===== config.mk =====
export PLATFORM = sky130hd
export DESIGN_NAME = sa_input_skewer
export DESIGN_NICKNAME = d
export VERILOG_FILES = /design/src/rtl/sa_pkg.sv /design/src/rtl/sa_skew_delay_line.sv /design/src/rtl/sa_input_skewer.sv
export SDC_FILE = /design/constraint.sdc
export NUM_CORES = 1
export LEC_CHECK = 0
export CAP_MARGIN = 5
export CORE_MARGIN = 2
export CORE_UTILIZATION = 23
export DETAILED_ROUTE_END_ITERATION = 8
export PLACE_DENSITY = 0.45
export SLEW_MARGIN = 10
export SYNTH_ARGS = -nofsm -noshare
export SYNTH_HDL_FRONTEND = slang
export SYNTH_SLANG_ARGS = --single-unit

===== constraint.sdc =====
create_clock -name clk -period 1.62 [get_ports clk]
set_clock_uncertainty 0.05 [all_clocks]
set_input_delay 0.324 -clock clk [delete_from_list [all_inputs] [get_ports clk]]
set_output_delay 0.324 -clock clk [all_outputs]
set_load 0.05 [all_outputs]

===== src/rtl/sa_pkg.sv =====
// Shared definitions for the systolic-array input skewer.
//   skew_state_e : skewer FSM states
//   act_vec_t    : one activation element per SA row
//   DRAIN_2X2    : number of zero drain beats needed in 2x2 mode
package sa_pkg;

  localparam int SA_BIT_WIDTH = 4;
  localparam int SA_DIMENSION = 4;
  localparam int DRAIN_2X2    = 1;

  typedef enum logic [1:0] {
    IDLE,
    STREAM,
    DRAIN
  } skew_state_e;

  typedef logic [SA_DIMENSION-1:0][SA_BIT_WIDTH-1:0] act_vec_t;

endpackage


===== src/rtl/sa_skew_delay_line.sv =====
// Shift chain of DEPTH registers used as one skew lane.
// Ports:
//   clk        rising-edge clock
//   rst_ni     asynchronous active-low clear of every stage
//   shift_en_i 1 = shift din_i in and move every stage one step
//   din_i      element entering the lane
//   dout_o     oldest stage (lane output)
module sa_skew_delay_line #(
  parameter int BIT_WIDTH = 4,
  parameter int DEPTH     = 1
) (
  input  logic                 clk,
  input  logic                 rst_ni,
  input  logic                 shift_en_i,
  input  logic [BIT_WIDTH-1:0] din_i,
  output logic [BIT_WIDTH-1:0] dout_o
);

  logic [DEPTH-1:0][BIT_WIDTH-1:0] stage_q;

  always_ff @(posedge clk or negedge rst_ni) begin
    if (!rst_ni) begin
      stage_q <= '0;
    end else if (shift_en_i) begin
      stage_q[0] <= din_i;
      for (int i = 1; i < DEPTH; i++) begin
        stage_q[i] <= stage_q[i-1];
      end
    end
  end

  assign dout_o = stage_q[DEPTH-1];

endmodule


===== src/rtl/sa_input_skewer.sv =====
// Feeds the systolic array's input_left bus. Accepts one activation vector per
// beat, delays row r by r extra beats so operands meet diagonally, and flushes
// the lanes with zero beats at frame end. pe_enable tells the array when the
// skew pipeline advanced, so data and enable leave the registers together.
// Ports:
//   clk        rising-edge clock
//   reset      asynchronous active-low reset
//   out_model  1 = 4x4 mode, 0 = 2x2 mode (latched when a frame starts)
//   sa_stall   downstream hold; nothing advances while high
//   in_valid / in_ready / in_last / in_vec : upstream beat handshake
//   out_left   skewed data, row r in bits [r*BIT_WIDTH +: BIT_WIDTH]
//   pe_enable  array consumes out_left this cycle
//   busy       frame in progress
//   frame_done one-cycle pulse after the final drain beat
module sa_input_skewer
  import sa_pkg::*;
#(
  parameter int BIT_WIDTH = SA_BIT_WIDTH,
  parameter int DIMENSION = SA_DIMENSION
) (
  input  logic                           clk,
  input  logic                           reset,
  input  logic                           out_model,
  input  logic                           sa_stall,
  input  logic                           in_valid,
  output logic                           in_ready,
  input  logic                           in_last,
  input  logic [DIMENSION*BIT_WIDTH-1:0] in_vec,
  output logic [DIMENSION*BIT_WIDTH-1:0] out_left,
  output logic                           pe_enable,
  output logic                           busy,
  output logic                           frame_done
);

  localparam int CW = $clog2(DIMENSION) + 1;

  skew_state_e   state_q;
  logic          mode_q;
  logic [CW-1:0] drain_cnt_q;
  logic          pe_enable_q;
  logic          drain_end_q;
  logic          frame_done_q;

  logic accept;
  logic drain_adv;
  logic advance;
  logic in_drain;
  logic mode_eff;

  // Number of zero beats needed to empty the deepest active lane.
  function automatic logic [CW-1:0] drain_load(input logic mode_4x4);
    return mode_4x4 ? CW'(DIMENSION - 1) : CW'(DRAIN_2X2);
  endfunction

  assign in_drain  = (state_q == DRAIN);
  assign in_ready  = !sa_stall && ((state_q == IDLE) || (state_q == STREAM));
  assign accept    = in_valid && in_ready;
  assign drain_adv = in_drain && !sa_stall;
  assign advance   = accept || drain_adv;
  // The first beat of a frame must already use the mode being latched.
  assign mode_eff  = (state_q == IDLE) ? out_model : mode_q;

  genvar gi;
  generate
    for (gi = 0; gi < DIMENSION; gi++) begin : g_lane
      logic [BIT_WIDTH-1:0] lane_din;

      if (gi >= 2) begin : g_gated
        // Rows beyond the 2x2 sub-array are fed zeros in 2x2 mode.
        assign lane_din = (in_drain || !mode_eff) ? '0
                                                  : in_vec[gi*BIT_WIDTH +: BIT_WIDTH];
      end else begin : g_always
        assign lane_din = in_drain ? '0 : in_vec[gi*BIT_WIDTH +: BIT_WIDTH];
      end

      sa_skew_delay_line #(
        .BIT_WIDTH(BIT_WIDTH),
        .DEPTH    (gi + 1)
      ) u_lane (
        .clk       (clk),
        .rst_ni    (reset),
        .shift_en_i(advance),
        .din_i     (lane_din),
        .dout_o    (out_left[gi*BIT_WIDTH +: BIT_WIDTH])
      );
    end
  endgenerate

  always_ff @(posedge clk or negedge reset) begin
    if (!reset) begin
      state_q      <= IDLE;
      mode_q       <= 1'b1;
      drain_cnt_q  <= '0;
      pe_enable_q  <= 1'b0;
      drain_end_q  <= 1'b0;
      frame_done_q <= 1'b0;
    end else begin
      pe_enable_q  <= advance;
      // Two-stage pulse: the FSM is back in IDLE one cycle before frame_done.
      drain_end_q  <= 1'b0;
      frame_done_q <= drain_end_q;
      case (state_q)
        IDLE: begin
          if (accept) begin
            mode_q <= out_model;
            if (in_last) begin
              state_q     <= DRAIN;
              drain_cnt_q <= drain_load(out_model);
            end else begin
              state_q <= STREAM;
            end
          end
        end
        STREAM: begin
          if (accept && in_last) begin
            state_q     <= DRAIN;
            drain_cnt_q <= drain_load(mode_q);
          end
        end
        DRAIN: begin
          if (drain_adv) begin
            if (drain_cnt_q == CW'(1)) begin
              state_q     <= IDLE;
              drain_cnt_q <= '0;
              drain_end_q <= 1'b1;
            end else begin
              drain_cnt_q <= drain_cnt_q - CW'(1);
            end
          end
        end
        default: state_q <= IDLE;
      endcase
    end
  end

  assign pe_enable  = pe_enable_q;
  assign frame_done = frame_done_q;
  assign busy       = (state_q != IDLE);

endmodule


Word level (Yosys, flattened, before mapping)
Index checks and enable logic that the tools add are counted.
W data, S select, Z words.
- input port bits: 22
- output and inout port bits: 20
- register bits after elaboration: 49
- logic and storage cells: 62
- muxes and demuxes: 22
- equal/unequal tests: 8
- $add $sub $neg: 1
- reduce and logical (&&, ||, !) cells: 15
- operators with widths (operator ; count):
    $mux W4 ; 4
    $mux W3 ; 5
    $mux W2 ; 7
    $pmux W3 S3 ; 1
    $ne A2 B2 Y1 const B ; 3
    $pmux W2 S3 ; 1
    $reduce_and A5 Y1 ; 1
    $logic_and A1 B1 Y1 ; 4
    $mux W1 ; 4
    $ne A2 B1 Y1 const B ; 2
    $reduce_and A4 Y1 ; 1
    $eq A3 B1 Y1 const B ; 1
    $logic_or A1 B1 Y1 ; 3
    $reduce_bool A3 Y1 ; 1
    $sub A3 B1 Y3 const B ; 1
    $eq A2 B1 Y1 const B ; 1
    $eq A2 B2 Y1 const B ; 1
    $logic_not A1 Y1 ; 2
    $logic_not A2 Y1 ; 1
    $reduce_and A2 Y1 ; 1
    $reduce_bool A2 Y1 ; 1

Longest topological paths before layout
Gate-level depths: netlist of the first run.
- depth in word-level cells: 7
- depth in mapped cells: 9
- mapped depth without buffers: 7

Cells and area by module
Synthesis of the first run repeated with hierarchy kept, for this count alone.
- cell total of the unflattened synthesis: 170
- area total of the unflattened synthesis: 2381.0 µm²
- modules (own cells, without submodules) (module ; seq. area each (µm²) ; area each (µm²) ; cells each ; times used):
    sa_input_skewer ; 226.5 ; 680.7 ; 74 ; 1
    sa_skew_delay_line (g_lane[3].u_lane) ; 400.4 ; 679.4 ; 38 ; 1
    sa_skew_delay_line (g_lane[2].u_lane) ; 300.3 ; 514.2 ; 29 ; 1
    sa_skew_delay_line (g_lane[1].u_lane) ; 200.2 ; 361.6 ; 21 ; 1
    sa_skew_delay_line (g_lane[0].u_lane) ; 100.1 ; 145.1 ; 8 ; 1

Worst setup path before layout of the first run
No wires, ideal clock.
- kind: register -> output
- start point: register state_q[0]
- end point: output port in_ready
- required time: 1.246 ns
- path buffers: 1
- slack: -0.198 ns
- arrival: 1.444 ns
- cell stages (with the launch flop): 6
- cells stage by stage: dfrtp_1 > inv_1 > ha_1 > buf_4 > nor2_1 > nor2_1
- word-level cells in the longest chain between the ends: 3
- elaborated cells between the ends (all ways): 4
- classes of those cells: eq/ne (1); reduce/logical (3)
- RTL lines (element ; RTL line ; text):
    from (decl) ; sa_input_skewer.sv:37 ; skew_state_e state_q;
    from (signal assigned) ; sa_input_skewer.sv:91 ; state_q <= IDLE;
    from (signal assigned) ; sa_input_skewer.sv:107 ; state_q <= DRAIN;
    from (signal assigned) ; sa_input_skewer.sv:110 ; state_q <= STREAM;
    $eq A2 B1 Y1 or $logic_not A2 Y1 (tied branches) ; sa_input_skewer.sv:56 ; assign in_ready = !sa_stall && ((state_q == IDLE) || (state_q == STREAM));
    $logic_or A1 B1 Y1 * ; sa_input_skewer.sv:56 ;
    $logic_and A1 B1 Y1 * ; sa_input_skewer.sv:56 ;
    to (decl) ; sa_input_skewer.sv:26 ; output logic in_ready,
Every way passes the cells marked *; elsewhere a longest branch is shown, timed or not.

Worst setup path in the final report of the first run
- start point: register state_q[1]
- end point: output port in_ready
The elaborated chain is that of the path after synthesis.

==> results_dict.tcl, run 1 <==
set metrics [dict create \
    synth_top_cell_area_share 0.5607 \
    wl_per_cell_um 14.12 \
    synth.area.top_cells "dfrtp_1, nand2_1, buf_4, a22o_1, ha_1" \
    dp_slack_ns -0.2792 \
    grt_max_degree 34 \
    dp_hpwl_um 3132 \
    drive_gt1_frac 0.4345 \
    critPathArrivalTime_ns 1.37 \
    crit_buf_inv 3 \
    r2r_end "g_lane[3].u_lane.stage_q[8]" \
    die_h_um 100.5 \
    dp.cells 376 \
    cp-start-kind "flop" \
    viasPerCell 4.379 \
    gp_congestion 0.7660 \
    synth_edf_count 0 \
    final_common_cell "nand2_1" \
    p_leak_uw 0.001842 \
    initial_core_util 0.2340 \
    cts-root-buf "clkbuf_8" \
    route.detailed.drc 0 \
    r2r-start "state_q[0]" \
    syn_nets 254 \
    numPortBuffers 41 \
    vias 1756 \
    reg2reg_depth 9 \
    drt-initial-drc-count 48 \
    grt_pass1_wl_um 8349 \
    antenna_left 0 \
    timing.final.crit_period_ns 1.745 \
    synth_cell_type_count 34 \
    violations "negative setup slack" \
    worst_pin_slew_ns 0.4466 \
    async_flop_share 1.000 \
    startpoint "state_q[1]" \
    synth_area_per_cell_um2 9.436 \
    tns_ns -3.336 \
    synth_area_mm2 0.002142 \
    drv_slew 0 \
    whs_ns 0.3124 \
    ff2ff_setup_slack_ns -0.11 \
    grt.total_usage 0.1049 \
    slowest_stage "dfrtp_1" \
    synthCells 227 \
    clk_pin_slew_worst_paths_ns 0.10 \
    grt_pass1_vias 1735 \
    fp.dieArea_mm2 0.01010 \
    ir_worst_vdd_v 0.001121 \
    rsz0062_at_grt "yes" \
    setup_viol 43 \
    critPathRequiredTime_ns 1.25 \
    rows 35 \
    synth_warnings 0 \
    layout.nets 316 \
    worstHoldStart "drain_end_q" \
    ys_ff_latch 49 \
    setup_slack_ns -0.1252 \
    worstHoldPathCells 0 \
    maxCapViolCount 0 \
    final_cell_count_no_fill 401 \
    die_w_um 100.5 \
    clock_latency_ns 0.31 \
    cts_tree "done" \
    pin_count 42 \
    path_max_fanout 2 \
    power_density_mw_per_mm2 2031 \
    htree_levels 2 \
    max_freq_ghz 0.5730 \
    cp.depth 6 \
    seq_area_frac_synth 0.5730 \
    critical_path_class "flop to output pin" \
    dr.pass1.iters 4 \
    fin_crit_sh 1.077 \
    max_stage_delay_ns 0.41 \
    critPathTopFamily "flip-flops" \
    core-area_mm2 0.009153 \
    clkSinkCount 49 \
    cts-buffers-inserted 5 \
    min_to "frame_done" \
    status "complete, but fails checks" \
    routed_wl_um 5662 \
    layout_common_cells "nand2_1, dfrtp_1, buf_4" \
    area_growth_syn_to_layout_pct 65.48 \
    cts_buffer_depth 2 \
    yosys_most_used_dff "dfrtp_1" \
    relSlewSlack 0.7023 \
    cp-end-kind "output pin" \
    path_cells "inv_2 > ha_4 > buf_6 > nor2_4 > nor2_4 > buf_12" \
    insertedDiodeCount 0 \
    grt_overflow 0 \
    hold_viol 0 \
    hold_path.class "flop to flop" \
    worst_path_most_repeated_cell "nor2_4" \
    yosys.area.top_type "dfrtp_1" \
    antenna_found_initial 0 \
]
## how the worst max path moves through the flow
stage | to | slack (ns)
final | in_ready | -0.13
after global routing | in_ready | -0.21
after CTS | in_ready | -0.14
after detailed placement | drain_cnt_q[2] | -0.28
after global placement | drain_cnt_q[2] | -0.26
after floorplan | in_ready | -0.01
## stage by stage
stage	power, µW	util	area (µm²)
after detailed placement	5047	0.3126	2861
after global routing	7662	0.3873	3545
final	7199	0.3873	3545
after global placement	5038	0.3126	2861
after floorplan	3872	-	2175
after CTS	6215	0.3352	3068
## routing by layer
layer / track usage / vias to the layer above / routed length [µm]
met5: 0 / - / 0
met4: 0.03056 / 0 / 40
met3: 0.03537 / 4 / 220
met2: 0.1611 / 36 / 2756
met1: 0.1410 / 865 / 2643
li1: - / 851 / -
## synthesized netlist by cell type (2+ instances only)
cell type / instances
nor2_1: 4
nand3_1: 10
a22o_1: 8
buf_2: 3
dfrtp_1: 48
buf_1: 3
nand2b_1: 2
buf_4: 13
a21oi_1: 3
ha_1: 5
inv_1: 9
nand2_1: 93
mux2i_1: 2
o21ai_0: 4
## kinds of logic after synthesis
kind of cell,count (synthesis),share of synthesized area
AND/OR/NAND/NOR,116,0.2243
flip-flops,49,0.5730
buffers and inverters,31,0.08235
AO/OA/AOI/OAI,24,0.08178
adder cells (fa/ha/maj),5,0.02921
multiplexers,2,0.009346
## power breakdown
group / leakage [µW] / total [µW] / switching [µW] / internal (µW)
logic: 0.00113 / 4230 / 2180 / 2050
registers: 0.000655 / 2060 / 386 / 1680
clock network: 0.0000585 / 905 / 442 / 464
## sequential cells by signal, indices dropped and copies added, names as in the netlist
signal,flops
drain_cnt_q,3
drain_end_q,1
frame_done,1
g_lane.u_lane.dout_o,16
g_lane.u_lane.stage_q,24
mode_q,1
pe_enable,1
state_q,2
## area by class of cell
| cell class | count | area, µm² |
|---|---|---|
| clock buffers | 5 | 68.82 |
| clock inverters | 3 | 43.79 |
| fillers | 890 | 5608 |
| inverters | 10 | 50.05 |
| multi-input cells | 147 | 1049 |
| flip-flops and latches | 49 | 1229 |
| well taps | 111 | 138.9 |
| repair buffers | 76 | 965.9 |
## timing repair
action,CTS,global route
endpoints found under the setup margin,44,48
pin swaps,5,55
buffers inserted,5,4
gates resized for setup,12,79
hold endpoints to repair,15,0
hold buffers,1,0
gates cloned,0,7
(Power assumes the default switching activity.)
==> run 2, diff against run 1 <==
--- a/config.mk
+++ b/config.mk
@@ -10,6 +10,7 @@
 export CORE_UTILIZATION = 23
 export DETAILED_ROUTE_END_ITERATION = 8
 export PLACE_DENSITY = 0.45
+export REMOVE_ABC_BUFFERS = 1
 export SLEW_MARGIN = 10
 export SYNTH_ARGS = -nofsm -noshare
 export SYNTH_HDL_FRONTEND = slang
==> run 2 against run 1 <==
  * The run still ends with negative setup slack left
  * Total power down 9.2%
  * Die area unchanged
  * Setup slack better by 0.042 ns
  * Cell count down 2.0%
  * Critical endpoint unchanged
  * Highest routed layer unchanged
==> results_dict.tcl, run 2 (synthesis gave the netlist of run 1 again) <==
set metrics [dict create \
    status "complete, but fails checks" \
    utilization 0.3573 \
    worstHoldPathCells 0 \
    layout_common_cells "nand2_1, dfrtp_1, buf_12" \
    cp-start-kind "flop" \
    htree_levels 2 \
    dp_slack_ns -0.2598 \
    setup_viol 7 \
    max_stage_delay_ns 0.42 \
    final_common_cell "nand2_1" \
    max_freq_ghz 0.5871 \
    grt_pass1_wl_um 7907 \
    dpl_cell_area_mm2 0.002933 \
    top_register "g_lane.u_lane.stage_q" \
    fill_cells 926 \
    p_comb_frac 0.560 \
    regArea_mm2 0.001227 \
    power_density_mw_per_mm2 1999 \
    core-area_mm2 0.009153 \
    violations "negative setup slack" \
    worstHoldStart "drain_end_q" \
    ff2ff_setup_slack_ns -0.01 \
    multi_input_area_um2 822.0 \
    initial_core_util 0.2340 \
    finalInstanceArea_mm2 0.003271 \
    drt-initial-drc-count 47 \
    tns_ns -0.1356 \
    clk_pin_slew_worst_paths_ns 0.10 \
    relSlewSlack 0.7026 \
    vias 1627 \
    antenna_left 0 \
    met3_usage 0.02843 \
    grt_max_degree 21 \
    area_growth_syn_to_layout_pct 52.69 \
    top_usage_layer "met2" \
    critPathRequiredTime_ns 1.25 \
    routed_wl_um 4730 \
    grt_overflow 0 \
    dr.pass1.iters 4 \
    p_int_uw 3938 \
    rsz0062_at_grt "yes" \
    maxCapViolCount 0 \
    cts_tree "done" \
    worst_path_most_repeated_cell "nor2_4" \
    drive_gt1_frac 0.2518 \
    p_seq_frac 0.303 \
    wl_per_cell_um 12.04 \
    pin_count 42 \
    hold_path.class "flop to flop" \
    path_cells "buf_6 > ha_4 > nor2_4 > nor2_4 > buf_12" \
    gp_congestion 0.7836 \
    numPortBuffers 41 \
    fin_crit_sh 1.051 \
    clkSinkCount 49 \
    grt_pass1_vias 1655 \
    total_power_uw 6537 \
    clock_latency_ns 0.31 \
    grtUsageMet2 0.1435 \
    setup_slack_ns -0.08327 \
    drv_slew 0 \
    ir_worst_vdd_v 0.001179 \
    hold_viol 0 \
    critical_path_class "flop to output pin" \
    layout.nets 308 \
    timing.final.crit_period_ns 1.703 \
    p_leak_uw 0.001608 \
    switching_share 0.3976 \
    cts_buffer_depth 2 \
    die_w_um 100.5 \
    route.detailed.drc 0 \
    antenna_found_initial 0 \
    gr-usage-met1 0.1412 \
    die_h_um 100.5 \
    insertedDiodeCount 0 \
    r2r_end "g_lane[2].u_lane.stage_q[1]" \
    grt.total_usage 0.09868 \
    critPathArrivalTime_ns 1.33 \
    slowest_stage "dfrtp_1" \
    cts-root-buf "clkbuf_8" \
    largest_reg_flops 24 \
    r2r-start "state_q[0]" \
    viasPerCell 4.140 \
    worst_pin_slew_ns 0.4462 \
    cp-end-kind "output pin" \
    reg2reg_depth 8 \
    dp_hpwl_um 3202 \
    p_clk_frac 0.137 \
    path_max_fanout 4 \
    cts-buffers-inserted 5 \
    min_to "frame_done" \
    rows 35 \
    fp.dieArea_mm2 0.01010 \
    p_switching_uw 2599 \
]
[run 2: changes by cell type in the layout (fill, tap and decap cells not counted), moves of 2 or more]
cell and delta:
nand2_1 +38, nand3_1 +8, inv_4 -2, nand2_4 -16, clkbuf_16 -3, nand3_2 -7
nand2_2 -22, buf_6 -3, buf_4 -9, buf_12 +6
[run 2: layout make-up]
| cell class | count | share of cell area |
|---|---|---|
| clock buffer | 5 | 0.02104 |
| tap | 111 | 0.04246 |
| inverter | 10 | 0.01301 |
| timing repair buffer | 68 | 0.2827 |
| sequential | 49 | 0.3753 |
| clock inverter | 3 | 0.01415 |
| multi-input combinational | 147 | 0.2513 |
[run 2: how the worst max path moves through the flow]
stage          startpoint                           to  slack (ns)  cells past startpoint
6_report       state_q[0]                     in_ready       -0.08                      5
4_1_cts        state_q[0]                     in_ready       -0.09                      5
3_3_place_gp     sa_stall               drain_cnt_q[2]       -0.21                      5
5_1_grt        state_q[0]                     in_ready       -0.14                      5
3_5_place_dp     sa_stall               drain_cnt_q[2]       -0.26                      5
2_1_floorplan  state_q[0]  g_lane[2].u_lane.stage_q[0]       -0.65                      7
[run 2: power by group through the flow]
stage / Sequential, µW / Combinational, µW / Clock [µW]
floorplan: 2360 / 1190 / 0
global placement: 1990 / 3110 / 0
detailed placement: 2000 / 3130 / 0
CTS: 1990 / 3420 / 924
global route: 2040 / 3970 / 977
finish: 1980 / 3660 / 893
[run 2: worst max-delay path, delay by kind of cell, from the launching register on]
kind / cells / cell delay, ns
flip-flops: 1 / 0.42
buffers and inverters: 2 / 0.27
adder cells (fa/ha/maj): 1 / 0.17
AND/OR/NAND/NOR: 2 / 0.16
[run 2: layer usage]
| layer | vias to the layer above | part of all wire | routed length, µm |
|---|---|---|---|
| li1 | 831 | - | - |
| met1 | 753 | 0.51 | 2432 |
| met2 | 38 | 0.43 | 2052 |
| met3 | 5 | 0.046 | 216 |
| met4 | 0 | 0.0061 | 29 |
| met5 | - | 0 | 0 |
[run 2: per-stage QoR]
stage | cells | hold WS (ns)
after floorplan | 206 | -0.02159
after global placement | 376 | 0.2468
after detailed placement | 376 | 0.2548
after CTS | 388 | 0.3102
after global routing | 393 | 0.3252
final | 393 | 0.3076
[run 2: repair_timing]
action / CTS / global route
gates cloned: 0 / 3
hold buffers: 1 / 0
pin swaps: 7 / 3
setup buffers: 3 / 2
gates resized for setup: 18 / 7
setup endpoints to repair: 47 / 32
hold endpoints to repair: 14 / 0
==> run 3, diff against run 2 <==
--- a/config.mk
+++ b/config.mk
@@ -8,6 +8,7 @@
 export CAP_MARGIN = 5
 export CORE_MARGIN = 2
 export CORE_UTILIZATION = 23
+export CTS_CLUSTER_SIZE = 10
 export DETAILED_ROUTE_END_ITERATION = 8
 export PLACE_DENSITY = 0.45
 export REMOVE_ABC_BUFFERS = 1
==> results of run 3 <==
Final layout, timing and power as in run 2 (identical DEF).
